--- src/rtl/spi_slave_sync.sv ---
// Mode-0 SPI slave running entirely on the system clock: LOAD/SCLK/MOSI are
// synchronized and edge-detected, one N-bit frame is shifted each way MSB-first.
module spi_slave_sync #(
    parameter int N = 9
) (
    input  logic         clk,
    input  logic         RESET,
    input  logic         LOAD,
    input  logic         SCLK,
    input  logic         MOSI,
    input  logic [N-1:0] STX_DAT,
    output logic         MISO,
    output logic [N-1:0] SRX_DAT,
    output logic         rx_ok,
    output logic         rx_err,
    output logic         busy,
    output logic [N-1:0] sr_STX,
    output logic [N-1:0] sr_SRX,
    output logic [3:0]   cb_bit
);

    typedef enum logic [1:0] {
        WAIT  = 2'd0,
        IDLE  = 2'd1,
        SHIFT = 2'd2,
        DONE  = 2'd3
    } state_t;

    localparam logic [3:0] CNT_N = 4'(N);

    state_t     state;
    logic [2:0] ld_q;
    logic [2:0] sck_q;
    logic [1:0] mosi_q;

    logic ld_fall, ld_rise, sck_rise, sck_fall, mosi_s;

    // Stages [0],[1] form the 2-FF synchronizer; [2] is the edge-detect register.
    // NOTE: the LOAD synchronizer resets to 0 (not its idle 1) so a reset taken
    // mid-frame can never fabricate a LOAD falling edge and restart the frame.
    always_ff @(posedge clk) begin
        if (RESET) begin
            ld_q   <= '0;
            sck_q  <= '0;
            mosi_q <= '0;
        end else begin
            ld_q   <= {ld_q[1:0], LOAD};
            sck_q  <= {sck_q[1:0], SCLK};
            mosi_q <= {mosi_q[0], MOSI};
        end
    end

    assign ld_fall  = ~ld_q[1] &  ld_q[2];
    assign ld_rise  =  ld_q[1] & ~ld_q[2];
    assign sck_rise =  sck_q[1] & ~sck_q[2];
    assign sck_fall = ~sck_q[1] &  sck_q[2];
    assign mosi_s   =  mosi_q[1];

    assign busy = (state == SHIFT);

    // NOTE: every state register below uses non-blocking assignment so all
    // branches see the pre-edge values of state, counters and shift registers.
    always_ff @(posedge clk) begin
        if (RESET) begin
            state   <= WAIT;
            MISO    <= 1'b0;
            SRX_DAT <= '0;
            rx_ok   <= 1'b0;
            rx_err  <= 1'b0;
            sr_STX  <= '0;
            sr_SRX  <= '0;
            cb_bit  <= '0;
        end else begin
            rx_ok  <= 1'b0;
            rx_err <= 1'b0;
            MISO   <= (state == SHIFT) ? sr_STX[N-1] : 1'b0;

            case (state)
                WAIT: begin
                    if (ld_q[1])
                        state <= IDLE;
                end
                IDLE: begin
                    if (ld_fall) begin
                        sr_STX <= STX_DAT;
                        sr_SRX <= '0;
                        cb_bit <= '0;
                        state  <= SHIFT;
                    end
                end
                SHIFT: begin
                    // A bit arriving together with LOAD rising is still counted.
                    if (sck_rise) begin
                        sr_SRX <= {sr_SRX[N-2:0], mosi_s};
                        if (cb_bit != 4'hF)
                            cb_bit <= cb_bit + 4'd1;
                    end
                    if (sck_fall)
                        sr_STX <= {sr_STX[N-2:0], 1'b0};
                    if (ld_rise)
                        state <= DONE;
                end
                DONE: begin
                    if (cb_bit == CNT_N) begin
                        SRX_DAT <= sr_SRX;
                        rx_ok   <= 1'b1;
                    end else begin
                        rx_err  <= 1'b1;
                    end
                    state <= IDLE;
                end
                default: state <= WAIT;
            endcase
        end
    end

endmodule

--- config.mk ---
export PLATFORM = sky130hd
export DESIGN_NAME = spi_slave_sync
export DESIGN_NICKNAME = d
export VERILOG_FILES = /design/src/rtl/spi_slave_sync.sv
export SDC_FILE = /design/constraint.sdc
export NUM_CORES = 1
export LEC_CHECK = 0
export CAP_MARGIN = 20
export CORE_MARGIN = 1
export CORE_UTILIZATION = 47
export DETAILED_ROUTE_END_ITERATION = 8
export GPL_TIMING_DRIVEN = 0
export PLACE_DENSITY = 0.78
export SYNTH_ARGS = -nofsm -noshare
export SYNTH_HDL_FRONTEND = slang
export SYNTH_SLANG_ARGS = --single-unit
export TNS_END_PERCENT = 10
--- constraint.sdc ---
create_clock -name clk -period 2.1 [get_ports clk]
set_input_delay 0.525 -clock clk [delete_from_list [all_inputs] [get_ports clk]]
set_output_delay 0.525 -clock clk [all_outputs]
set_load 0.05 [all_outputs]
==> impl_metrics.py <==
metrics = {
    "job": {
        "max-cap-violations": 0,
    },
    "logic_synthesis": {
        "synthXorXnorAreaFrac": 0,
        "synthSimpleGateAreaFrac": 0.209,
        "syn_area_um2": 1830,
        "ys_ff_latch": 44,
        "yosysWarningCount": 0,
        "synth_compound_area_frac": 0.171,
        "synth_cell_types": 35,
        "synthAdderAreaFrac": 0.0477,
        "syn-num-nets": 218,
        "ys_seq_area_frac": 0.480,
        "netlist_instances": 197,
        "synth.area.mux_share": 0.0491,
        "syn_area_per_cell_um2": 9.31,
        "synth_top_family_by_area": "simple AND/OR/NAND/NOR gates",
    },
    "floorplanning": {
        "dieArea_um2": 4160,
        "start_util": 0.497,
        "die_h_um": 64.5,
        "ios": 49,
        "rows": 22,
        "die_width_um": 64.5,
        "coreArea_um2": 3690,
    },
    "layout": {
        "synthToLayoutAreaGrowth_pct": 34.2,
        "drive_above_1_share": 0.0794,
        "fin_cells": 300,
        "finalNetCount": 272,
        "mostFrequentLayoutCells": "dfxtp_1 (44), clkdlybuf4s50_1 (42), nand2_1 (31), a21oi_1 (20), a211oi_1 (11)",
        "antennaDiodeCount": 0,
        "final_common_cell": "dfxtp_1",
    },
    "timing": {
        "slew_headroom": 0.661,
        "grt_setup_unrepaired": "false",
        "min_period_ns": 2.04,
        "worst_slew_pin_slew_ns": 0.507,
        "finalHoldViolCount": 0,
        "fin_crit_sh": 0.973,
        "clock_skew_ns": 0.00731,
        "fin_tns_setup_ns": 0,
        "max_freq_mhz": 489,
        "finalMaxSlewViolations": 0,
        "final-setup-viol-count": 0,
    },
    "clocking": {
        "cts_root_buf": "clkbuf_8",
        "clk_pin_slew_ns": 0.08,
        "cts_tree": "built",
        "cts_max_path_buffers": 2,
        "hold_buffers": 0,
        "cts.sinks": 44,
        "cts-htree-levels": 2,
        "numCtsBuffers": 5,
        "insertion_delay_ns": 0.30,
    },
    "setup_path": {
        "r2r_end": "sr_STX[8]",
        "path_delay_family": "buffers and inverters",
        "cp_num_buf_inv": 1,
        "r2r_slack_ns": 0.24,
        "cp_slowest_stage_delay_ns": 0.83,
        "required_ns": 1.57,
        "end_kind": "output port",
        "crit_chain": "clkdlybuf4s50_1",
        "critPathKind": "register to output port",
        "rr_startpoint": "state[1]",
        "crit_arrival_ns": 1.52,
        "worstPathMaxFanout": 4,
        "ff2ff_path_depth": 7,
        "slowest_stage": "clkdlybuf4s50_1",
        "crit_path_start_kind": "register",
    },
    "power_and_ir_drop": {
        "p_leak_uw": 0.000887,
        "peakVddDrop_mv": 0.915,
        "powerDensity_nw_per_um2": 1150,
    },
    "min_path": {
        "hp-class": "register to register",
        "min-delay-start": "mosi_q[0]",
        "worstHoldEndpoint": "mosi_q[1]",
        "hold_path_depth": 1,
    },
    "status": {
        "status": "finished, final reports clean",
    },
    "global_routing": {
        "grt_pass1_wl_um": 6430,
        "grt_pass1_vias": 1468,
        "grt_usage": 0.201,
        "grt_max_degree": 14,
        "antenna_found_initial": 0,
        "overflow": 0,
    },
    "drt": {
        "wl_um": 3820,
        "vias": 1566,
        "drt_iter0_markers": 58,
        "first_pass_iters": 4,
        "antenna_left": 0,
        "drc_errors": 0,
        "viasPerCell": 5.22,
        "avgRoutedWirePerCell_um": 12.7,
    },
    "place": {
        "dp_hpwl_um": 2700,
        "routabilityCongestion": 0.776,
        "dp.cells": 292,
        "numPortBuffers": 47,
    },
}
[power breakdown]
group / internal, uW / leakage, uW / switching, uW
Clock: 267 / 0.0000445 / 281
Sequential: 919 / 0.000358 / 64.0
Combinational: 470 / 0.000484 / 822
Total: 1660 / 0.000887 / 1170
[how the worst max path moves through the flow]
stage | start | to | slack [ns] | depth (start not counted)
5_1_grt | sr_SRX[2] | sr_SRX[2] | 0.02 | 1
3_3_place_gp | state[0] | busy | 0.17 | 3
6_report | sr_SRX[3] | sr_SRX[3] | 0.06 | 1
3_5_place_dp | state[0] | busy | 0.16 | 3
4_1_cts | cb_bit[3] | cb_bit[3] | 0.01 | 1
2_1_floorplan | state[0] | state[1] | 0.21 | 7
[registers in the layout (all words and copies together) (netlist names)]
name     flops
MISO         1
SRX_DAT      9
cb_bit       4
ld_q         3
mosi_q       2
rx_err       1
rx_ok        1
sck_q        3
sr_SRX       9
sr_STX       9
state        2
[final cells by class]
cell class	instances	area (um^2)
buffer	13	61.3
clock buffer	7	86.3
clock inverter	1	7.51
fill	328	1230
inverter	5	18.8
multi-input combinational	135	875
sequential	44	881
tap	48	60.1
timing repair buffer	47	472
[synthesized netlist by cell type (all sizes together)]
cell type,n,area [um^2]
nand3,11,60.1
o32ai,1,8.76
nand4b,1,8.76
dfxtp,44,881
nand4,1,6.26
a221oi,3,50.1
nor2b,9,56.3
a211oi,12,95.1
nor2,11,43.8
and2,1,6.26
a221o,1,10.0
a41oi,2,17.5
nand2,31,116
mux2i,9,90.1
or2,1,6.26
o41ai,1,8.76
buf,4,26.3
inv,5,18.8
nor3b,2,15.0
ha,7,87.6
a21oi,21,109
nor4b,1,8.76
clkbuf,9,33.8
o21a,1,7.51
nand2b,5,38.8
and3b,2,17.5
a31oi,1,6.26
[logic make-up after synthesis]
logic type | count (synthesis)
simple gates | 76
buf+inv | 18
flops | 44
fa+ha+maj | 7
mux | 9
compound gates | 43
[through the flow]
step / instance area (um^2) / power [uW] / setup WS [ns] / util / hold WS (ns)
after global placement: 2360 / 2290 / 0.169 / 0.641 / 0.417
after detailed placement: 2360 / 2300 / 0.157 / 0.641 / 0.427
after CTS: 2450 / 2840 / 0.0115 / 0.666 / 0.445
after global routing: 2460 / 3000 / 0.0173 / 0.667 / 0.462
final: 2460 / 2820 / 0.0562 / 0.667 / 0.442
after floorplan: 1830 / 1990 / 0.210 / - / 0.414
[metal layers]
layer  track usage  vias to the layer above  share of wire
met1         0.249                      724           0.47
li1              -                      792              -
met3        0.0511                        8          0.050
met4        0.0833                        0          0.018
met2         0.330                       42           0.46
met5             0                        -              0
[timing repair]
item	4_1_cts	5_1_grt
resized for setup	3	4
endpoints found under the setup margin	3	3
cloned	0	0
setup buffers	0	0
pin swaps	0	1
No activity file was read; power rests on OpenSTA's default activity.
